===== src/rtl/rename_stage_if.sv =====
// Shared types and the decode/commit/dispatch port bundle for the rename stage.
// The package holds the instruction payload so both the stage and its users agree on layout.
package rename_stage_pkg;
  localparam int unsigned ARCH_REGS  = 32;
  localparam int unsigned AREG_WIDTH = 5;
  localparam int unsigned PHY_REGS   = 64;
  localparam int unsigned PHY_WIDTH  = 6;
  localparam int unsigned ROB_WIDTH  = 4;
  localparam int unsigned OPC_WIDTH  = 7;

  typedef struct packed {
    logic [OPC_WIDTH-1:0]  opcode;
    logic [AREG_WIDTH-1:0] rd;
    logic [AREG_WIDTH-1:0] rs1;
    logic [AREG_WIDTH-1:0] rs2;
    logic [PHY_WIDTH-1:0]  prd;
    logic [PHY_WIDTH-1:0]  prs1;
    logic [PHY_WIDTH-1:0]  prs2;
    logic [PHY_WIDTH-1:0]  old_prd;
  } instruction_t;
endpackage

interface rename_stage_if;
  import rename_stage_pkg::*;

  logic [1:0]            decode_valid;
  instruction_t          decode_instruction_0;
  instruction_t          decode_instruction_1;
  logic                  rename_ready;
  logic [ROB_WIDTH:0]    rob_free_slots;
  logic [1:0]            commit_valid;
  logic [AREG_WIDTH-1:0] commit_rd_0;
  logic [AREG_WIDTH-1:0] commit_rd_1;
  logic [PHY_WIDTH-1:0]  commit_prd_0;
  logic [PHY_WIDTH-1:0]  commit_prd_1;
  logic [PHY_WIDTH-1:0]  commit_old_prd_0;
  logic [PHY_WIDTH-1:0]  commit_old_prd_1;
  logic                  flush;
  logic [ROB_WIDTH-1:0]  flush_rob_tail;
  logic [1:0]            rename_valid;
  instruction_t          rename_instruction_0;
  instruction_t          rename_instruction_1;
  logic [ROB_WIDTH-1:0]  rob_id_0;
  logic [ROB_WIDTH-1:0]  rob_id_1;
  logic [PHY_REGS-1:0]   prf_busy_set;

  modport master (
    output decode_valid, decode_instruction_0, decode_instruction_1, rob_free_slots,
           commit_valid, commit_rd_0, commit_rd_1, commit_prd_0, commit_prd_1,
           commit_old_prd_0, commit_old_prd_1, flush, flush_rob_tail,
    input  rename_ready, rename_valid, rename_instruction_0, rename_instruction_1,
           rob_id_0, rob_id_1, prf_busy_set
  );

  modport slave (
    input  decode_valid, decode_instruction_0, decode_instruction_1, rob_free_slots,
           commit_valid, commit_rd_0, commit_rd_1, commit_prd_0, commit_prd_1,
           commit_old_prd_0, commit_old_prd_1, flush, flush_rob_tail,
    output rename_ready, rename_valid, rename_instruction_0, rename_instruction_1,
           rob_id_0, rob_id_1, prf_busy_set
  );
endinterface


===== src/rtl/rename_stage.sv =====
// Two-wide rename: speculative/committed RAT pair, bitvector free lists, ROB id assignment.
// One-cycle registered output toward dispatch; flush restores the committed copies.
module rename_stage
  import rename_stage_pkg::*;
(
  input  logic          clk,
  input  logic          rst,
  rename_stage_if.slave rn
);

  localparam int unsigned CNT_WIDTH  = PHY_WIDTH + 1;
  localparam int unsigned SLOT_WIDTH = ROB_WIDTH + 1;

  logic [PHY_WIDTH-1:0] rat_q  [ARCH_REGS];
  logic [PHY_WIDTH-1:0] rat_d  [ARCH_REGS];
  logic [PHY_WIDTH-1:0] rrat_q [ARCH_REGS];
  logic [PHY_WIDTH-1:0] rrat_d [ARCH_REGS];
  logic [PHY_REGS-1:0]  free_q, free_d, cfree_q, cfree_d;
  logic [ROB_WIDTH-1:0] tail_q, tail_d;

  logic [1:0]           valid_q, valid_d;
  instruction_t         inst0_q, inst0_d, inst1_q, inst1_d;
  logic [ROB_WIDTH-1:0] rob0_q, rob0_d, rob1_q, rob1_d;
  logic [PHY_REGS-1:0]  busy_q, busy_d;

  logic [CNT_WIDTH-1:0] free_cnt;
  logic                 ready, fire, v0, v1, alloc0, alloc1;
  logic [PHY_REGS-1:0]  free_wo_a;
  logic [PHY_WIDTH-1:0] tag_a, tag_b;
  logic [PHY_WIDTH-1:0] prd0, prs1_0, prs2_0, old0;
  logic [PHY_WIDTH-1:0] prd1, prs1_1, prs2_1, old1;
  instruction_t         d0, d1;

  // Lowest free tag above 0; tag 0 is permanently reserved for x0.
  function automatic logic [PHY_WIDTH-1:0] lowest_free(input logic [PHY_REGS-1:0] v);
    logic [PHY_WIDTH-1:0] r;
    r = '0;
    for (int i = int'(PHY_REGS) - 1; i >= 1; i--) begin
      if (v[i]) r = PHY_WIDTH'(i);
    end
    return r;
  endfunction

  // Readiness and allocation decisions for the current decode pair.
  always_comb begin
    free_cnt = '0;
    for (int i = 1; i < int'(PHY_REGS); i++) begin
      free_cnt = free_cnt + CNT_WIDTH'(free_q[i]);
    end
    ready = (free_cnt >= CNT_WIDTH'(2)) && (rn.rob_free_slots >= SLOT_WIDTH'(2)) && !rn.flush;
    d0    = rn.decode_instruction_0;
    d1    = rn.decode_instruction_1;
    v0    = rn.decode_valid[0];
    v1    = rn.decode_valid[1];
    fire  = ready && v0;
    alloc0 = fire && (d0.rd != '0);
    alloc1 = fire && v1 && (d1.rd != '0);

    tag_a = lowest_free(free_q);
    free_wo_a = free_q;
    free_wo_a[tag_a] = 1'b0;
    tag_b = lowest_free(free_wo_a);

    prd0 = alloc0 ? tag_a : '0;
    prd1 = '0;
    if (alloc1) prd1 = alloc0 ? tag_b : tag_a;

    prs1_0 = rat_q[d0.rs1];
    prs2_0 = rat_q[d0.rs2];
    old0   = alloc0 ? rat_q[d0.rd] : '0;

    // Slot 1 sees slot 0's fresh mapping inside the pair.
    prs1_1 = (alloc0 && d1.rs1 == d0.rd) ? prd0 : rat_q[d1.rs1];
    prs2_1 = (alloc0 && d1.rs2 == d0.rd) ? prd0 : rat_q[d1.rs2];
    old1   = '0;
    if (alloc1) old1 = (alloc0 && d1.rd == d0.rd) ? prd0 : rat_q[d1.rd];
  end

  // Next-state for tables, free lists, ROB tail and the dispatch register.
  always_comb begin
    rat_d   = rat_q;
    rrat_d  = rrat_q;
    free_d  = free_q;
    cfree_d = cfree_q;
    tail_d  = tail_q;
    valid_d = '0;
    inst0_d = '0;
    inst1_d = '0;
    rob0_d  = '0;
    rob1_d  = '0;
    busy_d  = '0;

    if (rn.commit_valid[0] && rn.commit_rd_0 != '0) begin
      rrat_d[rn.commit_rd_0]      = rn.commit_prd_0;
      cfree_d[rn.commit_prd_0]    = 1'b0;
      cfree_d[rn.commit_old_prd_0] = 1'b1;
      free_d[rn.commit_old_prd_0]  = 1'b1;
    end
    if (rn.commit_valid[1] && rn.commit_rd_1 != '0) begin
      rrat_d[rn.commit_rd_1]      = rn.commit_prd_1;
      cfree_d[rn.commit_prd_1]    = 1'b0;
      cfree_d[rn.commit_old_prd_1] = 1'b1;
      free_d[rn.commit_old_prd_1]  = 1'b1;
    end

    if (rn.flush) begin
      rat_d  = rrat_d;
      free_d = cfree_d;
      tail_d = rn.flush_rob_tail;
    end else if (fire) begin
      valid_d = {v1, 1'b1};
      tail_d  = tail_q + ROB_WIDTH'(1) + ROB_WIDTH'(v1);

      inst0_d         = d0;
      inst0_d.prd     = prd0;
      inst0_d.prs1    = prs1_0;
      inst0_d.prs2    = prs2_0;
      inst0_d.old_prd = old0;
      rob0_d          = tail_q;
      if (alloc0) begin
        free_d[prd0]     = 1'b0;
        busy_d[prd0]     = 1'b1;
        rat_d[d0.rd]     = prd0;
      end

      if (v1) begin
        inst1_d         = d1;
        inst1_d.prd     = prd1;
        inst1_d.prs1    = prs1_1;
        inst1_d.prs2    = prs2_1;
        inst1_d.old_prd = old1;
        rob1_d          = tail_q + ROB_WIDTH'(1);
      end
      if (alloc1) begin
        free_d[prd1]     = 1'b0;
        busy_d[prd1]     = 1'b1;
        rat_d[d1.rd]     = prd1;
      end
    end
  end

  always_ff @(posedge clk or posedge rst) begin
    if (rst) begin
      for (int i = 0; i < int'(ARCH_REGS); i++) begin
        rat_q[i]  <= PHY_WIDTH'(i);
        rrat_q[i] <= PHY_WIDTH'(i);
      end
      free_q  <= {{(PHY_REGS-ARCH_REGS){1'b1}}, {ARCH_REGS{1'b0}}};
      cfree_q <= {{(PHY_REGS-ARCH_REGS){1'b1}}, {ARCH_REGS{1'b0}}};
      tail_q  <= '0;
      valid_q <= '0;
      inst0_q <= '0;
      inst1_q <= '0;
      rob0_q  <= '0;
      rob1_q  <= '0;
      busy_q  <= '0;
    end else begin
      rat_q   <= rat_d;
      rrat_q  <= rrat_d;
      free_q  <= free_d;
      cfree_q <= cfree_d;
      tail_q  <= tail_d;
      valid_q <= valid_d;
      inst0_q <= inst0_d;
      inst1_q <= inst1_d;
      rob0_q  <= rob0_d;
      rob1_q  <= rob1_d;
      busy_q  <= busy_d;
    end
  end

  assign rn.rename_ready         = ready;
  assign rn.rename_valid         = valid_q;
  assign rn.rename_instruction_0 = inst0_q;
  assign rn.rename_instruction_1 = inst1_q;
  assign rn.rob_id_0             = rob0_q;
  assign rn.rob_id_1             = rob1_q;
  assign rn.prf_busy_set         = busy_q;

endmodule


===== src/flat_wrapper.sv =====
// flat-port wrapper written by rule: the top's interface ports become plain ports
module rename_stage_flat import rename_stage_pkg::*;
  (clk, rst, rn_decode_valid, rn_decode_instruction_0, rn_decode_instruction_1, rn_rob_free_slots, rn_commit_valid, rn_commit_rd_0, rn_commit_rd_1, rn_commit_prd_0, rn_commit_prd_1, rn_commit_old_prd_0, rn_commit_old_prd_1, rn_flush, rn_flush_rob_tail, rn_rename_ready, rn_rename_valid, rn_rename_instruction_0, rn_rename_instruction_1, rn_rob_id_0, rn_rob_id_1, rn_prf_busy_set);
  rename_stage_if rn_i ();
  input  logic clk;
  input  logic rst;
  input wire logic [$bits(rn_i.decode_valid)-1:0] rn_decode_valid;
  input wire logic [$bits(rn_i.decode_instruction_0)-1:0] rn_decode_instruction_0;
  input wire logic [$bits(rn_i.decode_instruction_1)-1:0] rn_decode_instruction_1;
  input wire logic [$bits(rn_i.rob_free_slots)-1:0] rn_rob_free_slots;
  input wire logic [$bits(rn_i.commit_valid)-1:0] rn_commit_valid;
  input wire logic [$bits(rn_i.commit_rd_0)-1:0] rn_commit_rd_0;
  input wire logic [$bits(rn_i.commit_rd_1)-1:0] rn_commit_rd_1;
  input wire logic [$bits(rn_i.commit_prd_0)-1:0] rn_commit_prd_0;
  input wire logic [$bits(rn_i.commit_prd_1)-1:0] rn_commit_prd_1;
  input wire logic [$bits(rn_i.commit_old_prd_0)-1:0] rn_commit_old_prd_0;
  input wire logic [$bits(rn_i.commit_old_prd_1)-1:0] rn_commit_old_prd_1;
  input wire logic [$bits(rn_i.flush)-1:0] rn_flush;
  input wire logic [$bits(rn_i.flush_rob_tail)-1:0] rn_flush_rob_tail;
  output wire logic [$bits(rn_i.rename_ready)-1:0] rn_rename_ready;
  output wire logic [$bits(rn_i.rename_valid)-1:0] rn_rename_valid;
  output wire logic [$bits(rn_i.rename_instruction_0)-1:0] rn_rename_instruction_0;
  output wire logic [$bits(rn_i.rename_instruction_1)-1:0] rn_rename_instruction_1;
  output wire logic [$bits(rn_i.rob_id_0)-1:0] rn_rob_id_0;
  output wire logic [$bits(rn_i.rob_id_1)-1:0] rn_rob_id_1;
  output wire logic [$bits(rn_i.prf_busy_set)-1:0] rn_prf_busy_set;
  assign rn_i.decode_valid = rn_decode_valid;
  assign rn_i.decode_instruction_0 = rn_decode_instruction_0;
  assign rn_i.decode_instruction_1 = rn_decode_instruction_1;
  assign rn_i.rob_free_slots = rn_rob_free_slots;
  assign rn_i.commit_valid = rn_commit_valid;
  assign rn_i.commit_rd_0 = rn_commit_rd_0;
  assign rn_i.commit_rd_1 = rn_commit_rd_1;
  assign rn_i.commit_prd_0 = rn_commit_prd_0;
  assign rn_i.commit_prd_1 = rn_commit_prd_1;
  assign rn_i.commit_old_prd_0 = rn_commit_old_prd_0;
  assign rn_i.commit_old_prd_1 = rn_commit_old_prd_1;
  assign rn_i.flush = rn_flush;
  assign rn_i.flush_rob_tail = rn_flush_rob_tail;
  assign rn_rename_ready = rn_i.rename_ready;
  assign rn_rename_valid = rn_i.rename_valid;
  assign rn_rename_instruction_0 = rn_i.rename_instruction_0;
  assign rn_rename_instruction_1 = rn_i.rename_instruction_1;
  assign rn_rob_id_0 = rn_i.rob_id_0;
  assign rn_rob_id_1 = rn_i.rob_id_1;
  assign rn_prf_busy_set = rn_i.prf_busy_set;
  rename_stage u_core (.clk(clk), .rst(rst), .rn(rn_i));
endmodule

===== config.mk =====
export PLATFORM = sky130hd
export DESIGN_NAME = rename_stage_flat
export DESIGN_NICKNAME = d
export VERILOG_FILES = /design/src/rtl/rename_stage_if.sv /design/src/rtl/rename_stage.sv /design/src/flat_wrapper.sv
export SDC_FILE = /design/constraint.sdc
export NUM_CORES = 2
export LEC_CHECK = 0
export BUFFER_PORTS_ARGS = -buffer_cell sky130_fd_sc_hd__buf_2
export CORE_UTILIZATION = 37
export DETAILED_ROUTE_END_ITERATION = 8
export PLACE_DENSITY = 0.53
export SYNTH_ARGS = -nofsm -noshare
export SYNTH_HDL_FRONTEND = slang
export SYNTH_SLANG_ARGS = --single-unit

===== constraint.sdc =====
create_clock -name clk -period 24.7 [get_ports clk]
set_clock_uncertainty 0.1 [all_clocks]
set_input_delay 1.235 -clock clk [delete_from_list [all_inputs] [get_ports clk]]
set_output_delay 1.235 -clock clk [all_outputs]
set_load 0.005 [all_outputs]

==> flow_summary.toml <==
[placement]
numPortBuffers = 259
place_congestion = 1.03
dp_hpwl_um = 166000

[setup_path]
crit_slowest_cell = "o32ai_4"
required_ns = 25.11
max_stage_delay_ns = 1.13
worstSetupPathType = "flop to flop"
worstSetupEndpointType = "flop"
cp-start-kind = "flop"
cp_common_cell = "fa_1"
cp.arrival_ns = 11.32
cp_max_fo = 34

[job]
max_cap_violations = 0

[drt]
detail_route.wl_per_cell_um = 35.2
highest_layer = "met5"
drt_pre_antenna_iters = 8
drc_errors = 0
wl_met2_um = 106000
drt_first_iter_violations = 7454
antenna_left = 0
via_per_inst = 6.83
drt-total-wl_um = 245000
vias = 47600
met1_length_um = 93200
dr_wl_met3_um = 30900

[timing]
rsz0062_at_grt = "no"
tightest_slew_ns = 1.30
max_freq_mhz = 91.7
period_minus_slack_ns = 10.91
tns_ns = 0
slew-limit-headroom_pct = 12.6
timing.final.crit_share_pct = 44.2
hold_viol_final = 0
setup_violations = 0
drv_slew = 0

[synth]
ys_ff_latch = 680
synth_area_per_cell_um2 = 9.39
yosysSeqAreaShare_pct = 35.5
yosysUniqueCellTypes = 110
synthArstFlopShare_pct = 100
yosys.area.top_type = "dfrtp_1"
synth_top_area_share_pct = 23.4
synth_nets = 5404
ys_top_cells_by_count = "nand2_1, o21ai_0, nor2_1"
syn_area_um2 = 48700
synth_most_common_cell = "nand2_1"
synthTopCellsByArea = "dfrtp_1, mux4_2, dfstp_2"
synth_cells = 5189
synth_edf_count = 0
synth_ff_type = "dfrtp_1"
synth_warnings = 0

[clock_tree]
cts-root-buf = "clkbuf_16"
clock_sinks = 680
tritoncts = "done"
clk_pin_slew_worst_paths_ns = 0.06
numCtsBuffers = 85
holdBufCountCts = 0
cts_max_path_buffers = 3
cts.repair.resized = 0
cts_setup_buffers = 0
cts.htree.levels = 3
clock_latency_ns = 0.71

[floorplanning]
core_region_area_um2 = 130000
dieArea_um2 = 133000
rows = 132
io_pins = 309
die_h_um = 365
initial_core_util_pct = 37.4
die_w_um = 365

[global_route]
grtUsageTotal_pct = 36.2
first_global_vias = 44200
grt_overflow_total = 0
antenna_found_initial = 15
grt_max_degree = 198
grt_first_pass_wirelength_um = 343000

[finish]
fillCellCount = 12800
nNetsFinal = 5363
syn_to_final_growth_pct = 11.3
final_layout_size_suffix_gt1_share_pct = 22.8

[status]
status = "finished, final reports clean"

[min_path]
min_path_type = "flop to flop"
through the flow:
step / worst slack (ns) / hold WS (ns) / util (%) / area [µm²] / cells
floorplan: 4.67 / 0.324 / - / 48700 / 5189
global placement: 14.10 / 0.260 / 39.4 / 51300 / 6803
detailed placement: 14.13 / 0.262 / 39.4 / 51300 / 6803
CTS: 14.09 / 0.276 / 41.7 / 54200 / 6962
global route: 13.66 / 0.279 / 41.7 / 54200 / 6963
finish: 13.79 / 0.277 / 41.7 / 54200 / 6968
layout by cell type, fill, tap and decap left out, types with 20 or more instances in the layout:
cell type / n
buf_2: 246
dfrtp_1: 456
o221ai_1: 128
nand3_1: 99
nand4_1: 39
ha_1: 20
mux4_2: 336
o31ai_1: 36
nor2b_1: 22
mux2i_1: 234
dfstp_2: 224
o211ai_1: 26
a22o_1: 62
o22ai_1: 66
a211oi_1: 57
buf_4: 114
or2_2: 31
inv_1: 110
or3_1: 22
nor4_1: 36
o21ai_0: 505
o32ai_1: 20
clkbuf_16: 86
nor2_1: 465
nand2_1: 706
nand2b_1: 24
nor3_1: 58
a21oi_1: 379
and3_1: 37
and2_1: 34
fa_1: 53
a22oi_1: 65
path summary, 6_finish.rpt:
| kind | startpoint | endpoint | slack [ns] | cells past startpoint |
|---|---|---|---|---|
| worst max register to register | u_core.free_q[37]$_DFF_PP1_ | u_core.rn.prf_busy_set[54]$_DFF_PP0_ | 13.79 | 28 |
| max in group asynchronous | rst | u_core.rn.rob_id_0[3]$_DFF_PP0_ | 20.70 | 5 |
| worst max-delay path | u_core.free_q[37]$_DFF_PP1_ | u_core.rn.prf_busy_set[54]$_DFF_PP0_ | 13.79 | 28 |
| worst min-delay path | u_core.rrat_q[189]$_DFF_PP0_ | u_core.rrat_q[189]$_DFF_PP0_ | 0.28 | 0 |
| worst min register to register | u_core.rrat_q[189]$_DFF_PP0_ | u_core.rrat_q[189]$_DFF_PP0_ | 0.28 | 0 |
| min in group asynchronous | rst | u_core.rat_q[75]$_DFFE_PP0P_ | 0.58 | 2 |
sequential cells by signal, summed over array words and instances (netlist names):
| signal | count |
|---|---|
| u_core.rrat_q | 192 |
| u_core.cfree_q | 63 |
| u_core.rn.rename_valid | 2 |
| u_core.free_q | 63 |
| u_core.rn.rename_instruction_0 | 46 |
| u_core.rat_q | 192 |
| u_core.tail_q | 4 |
| u_core.rn.rename_instruction_1 | 46 |
| u_core.rn.rob_id_1 | 4 |
| u_core.rn.prf_busy_set | 64 |
| u_core.rn.rob_id_0 | 4 |
routing by layer:
| layer | up-vias | global-route usage, % |
|---|---|---|
| li1 | 19300 | - |
| met1 | 23900 | 47.1 |
| met2 | 3593 | 53.4 |
| met3 | 769 | 11.3 |
| met4 | 14 | 19.9 |
| met5 | - | 0 |
critical path: cells and delay by family, from the launching register on:
family                   cells  cell delay [ns]
AO/OA/AOI/OAI                5             2.65
adder cells (fa/ha/maj)     10             4.56
AND/OR/NAND/NOR              6             1.27
buffers and inverters        7             1.43
flip-flops                   1             0.67
layout make-up:
type	count	area (µm²)	area share [%]
tap	1742	2180	4.02
clock inverter	40	460	0.849
sequential	680	17300	31.9
multi-input combinational	3904	29300	54.0
timing repair buffer	364	2160	3.99
inverter	113	432	0.796
clock buffer	119	2440	4.49
antenna	6	15.0	0.0277
cell families (layout without fill, tap and decap cells):
kind of cell    count (synthesis)  in the layout  synth area share (%)
xor+xnor                       19             19                 0.341
buf+inv                       605            636                  4.85
compound gates               1541           1541                  20.3
flops                         680            680                  35.5
other cells                     0              6                     0
fa+ha+maj                      76             76                  2.75
mux                           576            576                  20.5
simple gates                 1692           1692                  15.8
Power is not shown: default switching activity piles up to over one toggle a cycle in this logic, so the estimate is an artifact.
